--- src/rtl/load_store_unit.sv ---
// load_store_unit
//
// Single-outstanding load/store unit that sits between the core and a simple
// request/grant memory bus. A start pulse in IDLE latches the address, store
// data, funct3 size code and direction. The request is then presented on the
// bus. Loads wait for read data, which is lane-selected and extended into rdata.
//
// Handshake: bus_req is held high with every bus_* output frozen, because they
// all derive from registers written only in IDLE. The transfer is accepted in
// the cycle where bus_req and bus_gnt are both high. For loads, the read data
// is accepted in the first cycle in WAIT with bus_rvalid high. bus_rvalid seen
// in any other state is dropped.
//
// Ports
//   clk, rst_n        clock (rising edge), asynchronous active-low reset
//   start             request pulse, only honoured in IDLE
//   addr, wdata       effective address and rs2-form store data
//   memop, we         funct3 size code (B/H/W/BU/HU) and store flag
//   busy, done        busy in every non-IDLE state, done for one cycle
//   rdata, fault      load result (held), fault qualified by done
//   bus_req/we/addr/wdata/wmask   word-aligned bus request
//   bus_gnt, bus_rvalid, bus_rdata   bus grant and read response
//   dbg_state         current FSM state for checkers
//
// Configuration
//   LSU_MISALIGN_TRAP_EN  when defined, misaligned H/HU/W accesses fault
//                         without touching the bus. When undefined, the low
//                         address bits are ignored for those sizes.

module load_store_unit (
  input  logic        clk,
  input  logic        rst_n,
  input  logic        start,
  input  logic [31:0] addr,
  input  logic [31:0] wdata,
  input  logic [2:0]  memop,
  input  logic        we,
  output logic        busy,
  output logic        done,
  output logic [31:0] rdata,
  output logic        fault,
  output logic        bus_req,
  output logic        bus_we,
  output logic [31:0] bus_addr,
  output logic [31:0] bus_wdata,
  output logic [3:0]  bus_wmask,
  input  logic        bus_gnt,
  input  logic        bus_rvalid,
  input  logic [31:0] bus_rdata,
  output logic [1:0]  dbg_state
);

  typedef enum logic [1:0] {
    S_IDLE = 2'd0,
    S_REQ  = 2'd1,
    S_WAIT = 2'd2,
    S_DONE = 2'd3
  } state_e;

  localparam logic [2:0] OP_B  = 3'b000;
  localparam logic [2:0] OP_H  = 3'b001;
  localparam logic [2:0] OP_W  = 3'b010;
  localparam logic [2:0] OP_BU = 3'b100;
  localparam logic [2:0] OP_HU = 3'b101;

  state_e      state_q, state_d;
  logic [31:0] addr_q, addr_d;
  logic [31:0] wdata_q, wdata_d;
  logic [2:0]  memop_q, memop_d;
  logic        we_q, we_d;
  logic        fault_q, fault_d;
  logic [31:0] rdata_q, rdata_d;

  logic        illegal_op;
  logic        misaligned;
  logic        start_fault;
  logic [7:0]  ld_byte;
  logic [15:0] ld_half;
  logic [31:0] ld_value;

  // Request classification is done on the live inputs so that a faulting
  // request can go straight from IDLE to DONE.
  always_comb begin
    illegal_op = 1'b0;
    case (memop)
      OP_B, OP_H, OP_W: illegal_op = 1'b0;
      OP_BU, OP_HU:     illegal_op = we;  // unsigned stores do not exist
      default:          illegal_op = 1'b1;
    endcase
  end

`ifdef LSU_MISALIGN_TRAP_EN
  always_comb begin
    misaligned = 1'b0;
    if ((memop == OP_H || memop == OP_HU) && addr[0])
      misaligned = 1'b1;
    if (memop == OP_W && addr[1:0] != 2'b00)
      misaligned = 1'b1;
  end
`else
  // Misaligned halves and words are silently aligned by the lane logic below.
  assign misaligned = 1'b0;
`endif

  assign start_fault = illegal_op | misaligned;

  // Load lane selection and extension. Only legal load codes reach WAIT.
  always_comb begin
    ld_byte  = bus_rdata[8*addr_q[1:0] +: 8];
    ld_half  = addr_q[1] ? bus_rdata[31:16] : bus_rdata[15:0];
    ld_value = bus_rdata;
    case (memop_q)
      OP_B:    ld_value = {{24{ld_byte[7]}}, ld_byte};
      OP_BU:   ld_value = {24'h0, ld_byte};
      OP_H:    ld_value = {{16{ld_half[15]}}, ld_half};
      OP_HU:   ld_value = {16'h0, ld_half};
      default: ld_value = bus_rdata;
    endcase
  end

  // Next-state and register update logic.
  always_comb begin
    state_d = state_q;
    addr_d  = addr_q;
    wdata_d = wdata_q;
    memop_d = memop_q;
    we_d    = we_q;
    fault_d = fault_q;
    rdata_d = rdata_q;
    case (state_q)
      S_IDLE: begin
        if (start) begin
          addr_d  = addr;
          wdata_d = wdata;
          memop_d = memop;
          we_d    = we;
          fault_d = start_fault;
          state_d = start_fault ? S_DONE : S_REQ;
        end
      end
      S_REQ: begin
        if (bus_gnt)
          state_d = we_q ? S_DONE : S_WAIT;
      end
      S_WAIT: begin
        if (bus_rvalid) begin
          rdata_d = ld_value;
          state_d = S_DONE;
        end
      end
      S_DONE: begin
        fault_d = 1'b0;
        state_d = S_IDLE;
      end
      default: state_d = S_IDLE;
    endcase
  end

  always_ff @(posedge clk or negedge rst_n) begin
    if (!rst_n) begin
      state_q <= S_IDLE;
      addr_q  <= 32'h0;
      wdata_q <= 32'h0;
      memop_q <= 3'b000;
      we_q    <= 1'b0;
      fault_q <= 1'b0;
      rdata_q <= 32'h0;
    end else begin
      state_q <= state_d;
      addr_q  <= addr_d;
      wdata_q <= wdata_d;
      memop_q <= memop_d;
      we_q    <= we_d;
      fault_q <= fault_d;
      rdata_q <= rdata_d;
    end
  end

  // Bus outputs come only from registers, so they are stable through REQ and
  // collapse to zero while reset is asserted.
  always_comb begin
    bus_wmask = 4'b0000;
    bus_wdata = wdata_q;
    case (memop_q)
      OP_B: begin
        bus_wmask = 4'b0001 << addr_q[1:0];
        bus_wdata = {4{wdata_q[7:0]}};
      end
      OP_H: begin
        bus_wmask = 4'b0011 << {addr_q[1], 1'b0};
        bus_wdata = {2{wdata_q[15:0]}};
      end
      default: begin
        bus_wmask = 4'b1111;
        bus_wdata = wdata_q;
      end
    endcase
    if (!we_q)
      bus_wmask = 4'b0000;
  end

  assign bus_req   = (state_q == S_REQ);
  assign bus_we    = we_q;
  assign bus_addr  = {addr_q[31:2], 2'b00};
  assign busy      = (state_q != S_IDLE);
  assign done      = (state_q == S_DONE);
  assign fault     = (state_q == S_DONE) & fault_q;
  assign rdata     = rdata_q;
  assign dbg_state = state_q;

endmodule

--- config.mk ---
export PLATFORM = sky130hd
export DESIGN_NAME = load_store_unit
export DESIGN_NICKNAME = d
export VERILOG_FILES = /design/src/rtl/load_store_unit.sv
export SDC_FILE = /design/constraint.sdc
export NUM_CORES = 1
export LEC_CHECK = 0
export BUFFER_PORTS_ARGS = -buffer_cell sky130_fd_sc_hd__buf_2
export CAP_MARGIN = 5
export CORE_UTILIZATION = 49
export CTS_CLUSTER_DIAMETER = 40
export CTS_CLUSTER_SIZE = 30
export DETAILED_ROUTE_END_ITERATION = 8
export HOLD_SLACK_MARGIN = 0.02
export PLACE_DENSITY = 0.89
export SLEW_MARGIN = 20
export SYNTH_ARGS = -nofsm -noshare
export SYNTH_HDL_FRONTEND = slang
export SYNTH_SLANG_ARGS = --single-unit
--- constraint.sdc ---
create_clock -name clk -period 2.3 [get_ports clk]
set_input_delay 0.23 -clock clk [delete_from_list [all_inputs] [get_ports clk]]
set_output_delay 0.23 -clock clk [all_outputs]
set_load 0.1 [all_outputs]
==> results list, run 1 <==
- Synthesized instance count: 458
- The final count of pins violating max slew was 0.
* Nets@finish: 734
- Once layout is complete, the utilization of the core stands at 63.22%.
- The count of nets left with antenna violations once routing finished came out at 0.
- 212 I/O pins were placed.
* Routed wirelength normalized by instance count: 17.87 um
- Setup repair after global routing left no endpoint under its margin.
* Min-Delay Path Depth: 2
- Wire length of the first global-routing pass: 21520 um
- Slew at the pin with the worst max-slew slack: 0.6288 ns
- Based on the critical path, the design can be clocked at up to 0.4612 GHz.
- Minimum setup slack among reg-to-reg paths: 0.31 ns
* Row Count: 38
- Routability congestion estimate from global placement: 0.9228
* Initial antenna violation count: 0
- Setup violations remaining at the end of the flow were counted as 0.
- The path with the worst hold slack has its endpoint at wdata_q[24]$_DFFE_PN0P_.
* Number of unique standard cell types used by synthesis: 49
- Violation count after the first detailed-routing iteration: 239
* Outcome: complete, no violations
- The pre-antenna-repair detailed-routing pass consisted of 5 iterations.
* Number of global-route vias before repair: 4356
* Launch point of the worst hold path: wdata[24]
- Horizontal die dimension: 107.2 um
- Detailed-route DRC error count: 0
- Count of flip-flops with a built-in enable after synthesis: 0
- Yosys printed 0 warnings.
- In this run, placement finished with an instance count of 752.
* Cell area after synthesis: 5419 um^2
- The repair_antennas step left the layout with diodes totalling 0.
* Placeable core area: 10790 um^2
- Maximum clock path buffer count: 2
* Half-perimeter wire length after detailed placement: 10480 um
* Clock transition at the registers of the reported paths: 0.09 ns
* Clock tree from TritonCTS: built
* Floorplan die area: 11480 um^2
* Effective utilization at floorplan: 50.21%
- Of the cells placed in the final design, the portion with a size suffix greater than 1 is 57.94%.
- Leaving out filler cells and counting taps, the final layout contains 770.
* Vias after detailed routing: 4176
- Time the final worst path needs with I/O delays and setup: 2.168 ns
- In this run the critical register-to-register path is captured at rdata[8]$_DFFE_PN0P_.
* Summed negative setup slack over all endpoints: 0 ns
- Entering global routing, the biggest net connects 59 pins.
- The worst register-to-register path has a depth of 6.
* Clock root buffer: clkbuf_8
* #FFs+latches synth: 103
- For this run, the register share of the synthesized area comes to 47.56%.
- Startpoint class of the critical path: register
* Drt total wl: 13760 um
- Clock skew on the completed layout was measured at 0.009568 ns.
- In this run, CTS created clock tree buffers numbering 9.
- Max-slew headroom: 57.98%
- Data arrives at the worst endpoint at 1.94 ns.
* GRT Total Usage: 24.55%
* Async S/R FF share, synth: 100.0%
- Type of the worst setup path: reg2out
- Launch point of the worst reg-to-reg path: dbg_state[0]$_DFFE_PN0P_
- Final worst-path cycle share: 94.26%
* Area growth from synthesis to layout: 25.91%
* Max Cap Viol: 0
- Final global-route overflow total: 0
- The number of failing hold endpoints at the final stage was 0.
- H-tree lvl count: 3
- Tightest hold margin: 0.07328 ns
* Crit path required time: 2.07 ns
* PortBufs: 209
- Clock latency on the worst-skew pair, taken at its later pin, is 0.37 ns.
- Critical path capture point type: primary output
- The die is 107.2 um tall.
- In this run the worst hold path is classified as in2reg.
- The tree built by TritonCTS fans out to 103 sinks.
- Maximum fanout along the worst path: 14
* Ys flop type: dfrtp_1
- Via density per instance: 5.423
* Mean Syn Cell Area: 11.83 um^2
[synthesized netlist by cell type, types with 2 or more instances]
cell type  instances  area [um^2]
mux2_1             5        56.30
buf_2             12        60.06
nor2b_1            4        25.02
dfrtp_1          103         2577
a211oi_1           2        15.01
buf_4             45        337.8
nor3_1             4        20.02
clkbuf_1           4        15.01
a22o_1             2        17.52
a21oi_1           15        75.07
mux2_2            83        934.7
a2111oi_2          5        75.07
nand2_1           24        90.09
ha_1               4        50.05
nand3_2           10        100.1
a31oi_1            3        18.77
o21ai_0           12        60.06
a222oi_1           5        50.05
nor3b_1            5        37.54
o21ai_1            2        10.01
mux2i_1           17        170.2
o22ai_1            4        25.02
nor2_1            22        82.58
nand3_1           17        85.08
a221oi_2           3        45.04
nand2b_1           3        18.77
a21o_1             2        15.01
and2_1             4        25.02
inv_1             11        41.29
buf_6              7        78.83
[state kept, by name, summed over array words and instances (netlist names)]
signal and flops:
addr_q 32, bus_we 1, dbg_state 2, fault_q 1, memop_q 3, rdata 32, wdata_q 32
[layer usage]
layer  vias up  wire length, um  track usage (%)
met1      2022             5159            27.60
met2       218             6966            42.63
li1       1904                -                -
met4         0              394            11.25
met3        32             1237            7.416
met5         -                0                0
[final cells by class]
type | count | area [um^2]
Clock inverter | 5 | 57.56
Fill cell | 828 | 3970
Inverter | 11 | 45.04
Multi-Input combinational cell | 276 | 2354
Sequential cell | 103 | 2581
Tap cell | 140 | 175.2
Timing Repair Buffer | 224 | 1469
Clock buffer | 11 | 141.4
[logic make-up after synthesis]
kind of cell,Yosys count,share of synthesized area [%]
multiplexers,107,22.12
flip-flops,103,47.56
AND/OR/NAND/NOR,101,10.58
buffers and inverters,80,9.905
AO/OA/AOI/OAI,62,8.843
adder cells (fa/ha/maj),4,0.9236
other,1,0.06920
[per-stage QoR]
step                setup slack, ns  area, um^2
finish                       0.1319        6823
floorplan                   -0.4461        5472
CTS                         0.02514        6822
global placement             0.3466        6593
detailed placement           0.3251        6593
global route                0.06442        6823
[worst max-delay path by stage]
stage	startpoint	end	slack, ns	cells past startpoint
4_1_cts	memop_q[0]$_DFFE_PN0P_	bus_wdata[10]	0.03	4
5_1_grt	addr_q[0]$_DFFE_PN0P_	bus_wmask[2]	0.06	4
3_5_place_dp	dbg_state[0]$_DFFE_PN0P_	rdata[8]$_DFFE_PN0P_	0.33	6
3_3_place_gp	memop_q[0]$_DFFE_PN0P_	bus_wdata[10]	0.35	3
6_report	memop_q[0]$_DFFE_PN0P_	bus_wdata[10]	0.13	4
2_1_floorplan	bus_we$_DFFE_PN0P_	bus_wmask[3]	-0.45	1
[layout by cell type (no fill, tap or decap), drive strengths merged, types with 3 or more instances in the layout]
master and instances:
a31oi 3, dfrtp 103, buf 223, ha 4
inv 10, clkinvlp 4, a21oi 16, clkbuf 11
mux2i 17, nand3 27, mux2 89, and2 5
nor3b 6, nand2b 4, nor3 5, a222oi 5
nor2b 5, nor2 23, a221oi 4, a2111oi 6
nand2 24, o21ai 14, o22ai 4
[what timing repair did]
action	CTS	global route
hold buffers	1	0
pin swaps	1	0
hold endpoints to repair	13	0
buffers inserted	1	0
gates resized for setup	0	1
endpoints found under the setup margin	8	9
[worst max-delay path, cell delays in order, from the launching register on]
cell	delay [ns]
dfrtp_2	0.53
nor3_4	0.25
buf_12	0.16
mux2_2	0.34
buf_2	0.29
Power of run 1 is not shown: default switching activity piles up to over one toggle a cycle in this logic, so the estimate is an artifact.
==> run 2: changes to the inputs <==
--- a/config.mk
+++ b/config.mk
@@ -6,13 +6,12 @@
 export NUM_CORES = 1
 export LEC_CHECK = 0
 export BUFFER_PORTS_ARGS = -buffer_cell sky130_fd_sc_hd__buf_2
-export CAP_MARGIN = 5
 export CORE_UTILIZATION = 49
 export CTS_CLUSTER_DIAMETER = 40
 export CTS_CLUSTER_SIZE = 30
 export DETAILED_ROUTE_END_ITERATION = 8
 export HOLD_SLACK_MARGIN = 0.02
-export PLACE_DENSITY = 0.89
+export PLACE_DENSITY_LB_ADDON = 0.15
 export SLEW_MARGIN = 20
 export SYNTH_ARGS = -nofsm -noshare
 export SYNTH_HDL_FRONTEND = slang
==> run 2 against run 1 <==
Compared with the run above: global-route usage fell by 2.1 points; clock-buffer cell count rose by 2; sequential cell count did not move; design area fell by 0.24%; via count fell by 4.0%; critical path depth did not move.
==> results list, run 2 (synthesis gave the netlist of run 1 again) <==
- Outcome: complete, no violations
- After layout, the worst path uses 95.35% of the clock period.
* Clock transition at the registers of the reported paths: 0.09 ns
- Entering global routing, the biggest net connects 104 pins.
- Crit path arrival time: 1.96 ns
- DIE HEIGHT: 107.2 um
- The count of buffers added on input and output ports is 209.
* Class of the most critical hold timing path: in2reg
* Fmax: 0.4560 GHz
* Antenna Violating Nets Remaining: 0
- Effective utilization at floorplan: 50.21%
* Crit-path max cell delay: 0.69 ns
- The clock net in this run drives a total of 103 sinks.
* RSZ-0062 raised after global routing: no
* Critical path capture point type: primary output
* Detailed-route DRC error count: 0
* Row Count: 38
- TritonCTS created 9 clock buffers.
- The tool flagged a number of max-cap violations equal to 0.
- Commonest non-fill, non-tap cells in the layout: buf_2 (192), dfrtp_1 (101), mux2_2 (83), nand2_1 (23), nor2_1 (22)
- Dividing the detail-routed wire length by the instance count gives 16.24 um.
- The clock passes through at most 2 buffers.
- Number of fillers in the final layout: 891
- Horizontal die dimension: 107.2 um
- Worst-path cell with the longest stage delay: dfrtp_1
- The die covers 11480 um^2.
* Final design utilization: 63.07%
* Category of cells accounting for the largest share of critical-path delay: flip-flops
- Max-slew headroom: 63.38%
* Vias after detailed routing: 4008
- For the worst setup path, the data required time is 2.07 ns.
- Setup slack closes at 0.1069 ns.
* Summed negative setup slack over all endpoints: 0 ns
- The setup path with the least slack is of type reg2out.
- Using the TritonRoute via totals, the vias-per-cell ratio works out to 5.198.
- Multi-input gate area in the final layout: 2354 um^2
* Number of global-route vias before repair: 4057
* Leading cell type in the layout, fill and taps excluded: buf_2
- Before antenna repair, the detailed router went through 4 iterations.
- The most critical setup path has its startpoint at addr_q[1]$_DFFE_PN0P_.
- The congestion estimate from routability-driven global placement came to 0.8241.
* Nets@finish: 735
- Summed over all layers, the routed wires come to 12520 um.
- For this block, the initial DRC count from the detailed router was 168.
- Area growth from synthesis to layout: 25.61%
- Resize count post-CTS: 0
- For the finished layout, the period the worst path requires is 2.193 ns.
* Number of buffer and inverter instances along the worst setup path: 2
- Placement Setup Slack: 0.3353 ns
- Clock tree from TritonCTS: built
- FF/Latch Area: 2580 um^2
* Initial antenna violation count: 0
* Half-perimeter wire length after detailed placement: 9365 um
* Worst-Skew Late Latency: 0.36 ns
- H-tree lvl count: 3
- The worst hold path begins at wdata[8].
* Worst setup skew after layout: 0.01050 ns
* Final antenna diode count: 0
- Final number of hold-violating endpoints: 0
- The total area inside the core boundary comes to 10790 um^2.
* Wire length of the first global-routing pass: 20180 um
- Across every metal layer, demand over resource in global routing totals 22.46%.
- For the pin with the worst max-slew slack, the measured transition is 0.5493 ns.
- The post-route netlist has 57.53% of its cells at a drive strength greater than 1.
- Setup violations remaining at the end of the flow were counted as 0.
- Top-Level Pins: 212
- The final count of pins violating max slew is 0.
- Tightest hold margin: 0.07271 ns
- Of all nets on the critical path, the largest fanout is 14.
- Final global-route overflow total: 0
* Chain of cells forming the critical path: inv_1, o21ai_0, and2_1, buf_2
- Startpoint class of the critical path: register
- Clock tree synthesis selected as its root buffer the cell clkbuf_8.
- The worst register-to-register path begins at dbg_state[0]$_DFFE_PN0P_.
run 2: final cells by class:
cell class	count	area share (%)
repair buffers	225	21.47
clock buffers	13	2.188
flip-flops and latches	103	37.90
inverters	11	0.6618
multi-input cells	276	34.58
clock inverters	3	0.6250
well taps	140	2.574
run 2: worst paths after layout:
kind / to / slack (ns) / cells past startpoint
hold / removal: wdata_q[8]$_DFFE_PN0P_ / 0.07 / 2
setup / recovery: bus_wmask[2] / 0.11 / 4
max in group asynchronous: dbg_state[1]$_DFFE_PN0P_ / 1.39 / 3
min in group asynchronous: addr_q[28]$_DFFE_PN0P_ / 0.47 / 3
setup reg to reg: rdata[8]$_DFFE_PN0P_ / 0.31 / 5
hold reg to reg: rdata[28]$_DFFE_PN0P_ / 0.49 / 2
run 2: per-layer routing:
layer	wire (um)	GRT usage (%)	up-vias
met3	938	5.714	17
met4	240	8.513	0
met5	0	0	-
met2	6149	37.83	157
li1	-	-	1913
met1	5194	27.69	1921
run 2: metrics by stage:
step / std cells / cell area (um^2)
2_1_floorplan: 459 / 5472
3_3_place_gp: 753 / 6585
3_5_place_dp: 753 / 6585
4_1_cts: 770 / 6787
5_1_grt: 771 / 6807
6_report: 771 / 6807
run 2: timing repair:
item                       CTS  global route
hold endpoints to repair   103             0
hold buffers                 1             0
buffers inserted             0             1
setup endpoints to repair    0             3
Power of run 2 is left out for the same reason.
==> run 3: changes to the inputs <==
--- a/config.mk
+++ b/config.mk
@@ -5,6 +5,7 @@
 export SDC_FILE = /design/constraint.sdc
 export NUM_CORES = 1
 export LEC_CHECK = 0
+export ABC_CLOCK_PERIOD_IN_PS = 2300
 export BUFFER_PORTS_ARGS = -buffer_cell sky130_fd_sc_hd__buf_2
 export CORE_UTILIZATION = 49
 export CTS_CLUSTER_DIAMETER = 40
@@ -12,6 +13,7 @@
 export DETAILED_ROUTE_END_ITERATION = 8
 export HOLD_SLACK_MARGIN = 0.02
 export PLACE_DENSITY_LB_ADDON = 0.15
+export RECOVER_POWER = 25
 export SLEW_MARGIN = 20
 export SYNTH_ARGS = -nofsm -noshare
 export SYNTH_HDL_FRONTEND = slang
==> run 3 against run 2 <==
Compared with the run above: critical path depth unchanged; via count about the same; global-route usage unchanged; fmax increased by 0.47%; clock skew about the same; setup slack improved by 0.010 ns; sequential share of layout area increased by 0.070 points; register-to-register slack about the same; worst hold slack unchanged; wire length increased by 0.13%.
==> results list, run 3 (synthesis gave the netlist of run 1 again) <==
- Maximum fanout along the worst path: 14
- Cells with a size suffix above 1 make up 57.53% of the layout.
- The highest layer touched by signal routing is met4.
* Count of TritonRoute iterations in the first routing pass: 5
- The finished cells cover 6794 um^2.
- CTS placed an instance of clkbuf_8 at the clock tree root.
* Max Cap Viol: 0
* Worst-Skew Late Latency: 0.36 ns
- After detailed routing, the average wire length per cell comes to 16.26 um.
* Nets@finish: 735
* Type of the worst setup path: reg2out
- Data on the critical path arrives at its endpoint at 1.95 ns.
- The routed design uses 6225 um of met2 wire.
- # clock sinks: 103
* Slew at the pin with the worst max-slew slack: 1.400 ns
- Buffers placed on the I/O ports in this run total 209.
- The die covers 11480 um^2.
* Final number of hold-violating endpoints: 0
* RSZ-0062 raised after global routing: no
* Maximum number of pins on one net before global-route repair: 104
- Startpoint class of the critical path: register
* Launch point of the worst hold path: wdata[8]
* Antenna Violating Nets Remaining: 0
- No sink is reached through more buffers than the 2 on the longest clock path.
* Routed metal-1 wire length: 5162 um
* Max-slew headroom: 6.698%
- The number of antenna violations at the first check in global routing is 0.
- The final count of pins violating max slew came to 0.
- The clock arrives with 0.01056 ns of skew.
* Placement Setup Slack: 0.3353 ns
- Of the available clock period, the critical path in the final layout requires 94.90%.
- Drt total wl: 12540 um
- TritonCTS built the clock tree.
- Leading cell type in the layout, fill and taps excluded: buf_2
- Setup slack on the critical path of the routed design comes to 0.1172 ns.
- Effective utilization at floorplan: 50.21%
* Horizontal die dimension: 107.2 um
- The min-delay analysis places its worst path in the category in2reg.
- CTS buffer count: 9
- At the end of routability-driven placement, the weighted congestion stood at 0.8241.
- Counting the fill cells in the layout gives 892.
- The initialized floorplan defines 38 standard-cell rows.
* Final global-route overflow total: 0
- Summed negative setup slack over all endpoints: 0 ns
* Violation count after the first detailed-routing iteration: 168
- The detailed router placed 4011 vias in this run.
* Detailed-route DRC error count: 0
- Time the final worst path needs with I/O delays and setup: 2.183 ns
- Via density per instance: 5.202
- Wire length on met3: 934 um
- DIE HEIGHT: 107.2 um
* Number of global-route vias before repair: 4057
- 212 I/O pins were placed.
- Area growth from synthesis to layout: 25.38%
* Launch point of the worst reg-to-reg path: dbg_state[0]$_DFFE_PN0P_
- Crit path required time: 2.07 ns
- In the layout the commonest cells are buf_2 (192), dfrtp_1 (101), mux2_2 (83), nand2_1 (23), nor2_1 (22).
- Placeable core area: 10790 um^2
- STA classifies the critical path endpoint as a primary output.
- Timing would allow up to 0.4581 GHz.
- The first global-routing pass estimated 20180 um of wire.
* Final setup vio count: 0
- The critical path starts at addr_q[1]$_DFFE_PN0P_.
- For this run, the total global-route usage over all layers was measured as 22.46%.
- Clock transition at the registers of the reported paths: 0.09 ns
- CTS built an H-tree with a depth of 3.
- The HPWL after detailed placement is 9365 um.
- Outcome: complete, no violations
* Minimum setup slack among reg-to-reg paths: 0.31 ns
* Final antenna diode count: 0
* Area after DPL: 6585 um^2
run 3: final cells by class:
| cell class | instances | area (um^2) | area share, % |
|---|---|---|---|
| Sequential cell | 103 | 2580 | 37.97 |
| Clock inverter | 3 | 42.54 | 0.6262 |
| Inverter | 11 | 45.04 | 0.6630 |
| Clock buffer | 13 | 148.9 | 2.192 |
| Multi-Input combinational cell | 276 | 2354 | 34.64 |
| Timing Repair Buffer | 225 | 1449 | 21.33 |
| Tap cell | 140 | 175.2 | 2.578 |
run 3: routing by layer:
metal,GRT usage (%),vias up
met5,0,-
met4,8.513,0
met3,5.714,17
met2,37.83,155
met1,27.69,1925
li1,-,1914
run 3: through the flow:
stage               hold slack [ns]  utilization (%)  std cells
detailed placement           0.3401            61.01        753
finish                      0.07271            62.95        771
CTS                         0.05189            62.88        770
global route                0.06153            62.95        771
floorplan                  -0.06559                -        459
global placement             0.3392            61.01        753
run 3: path summary, 6_finish.rpt:
check | to | depth (start not counted)
worst max-delay path | bus_wmask[2] | 4
worst min-delay path | wdata_q[8]$_DFFE_PN0P_ | 2
worst max register to register | rdata[8]$_DFFE_PN0P_ | 5
worst min register to register | rdata[28]$_DFFE_PN0P_ | 2
max in group asynchronous | dbg_state[1]$_DFFE_PN0P_ | 3
min in group asynchronous | addr_q[28]$_DFFE_PN0P_ | 3
run 3: repair_timing:
action / in CTS / in global routing
buffers inserted: 0 / 1
resized for setup: 0 / 0
hold buffers: 1 / 0
endpoints found under the setup margin: 0 / 3
endpoints found under the hold margin: 103 / 0
run 3: critical path, stage by stage (launching register included):
cell	delay, ns
dfrtp_1	0.68
inv_1	0.19
o21ai_0	0.17
and2_1	0.13
buf_2	0.42
Power of run 3 is left out for the same reason.
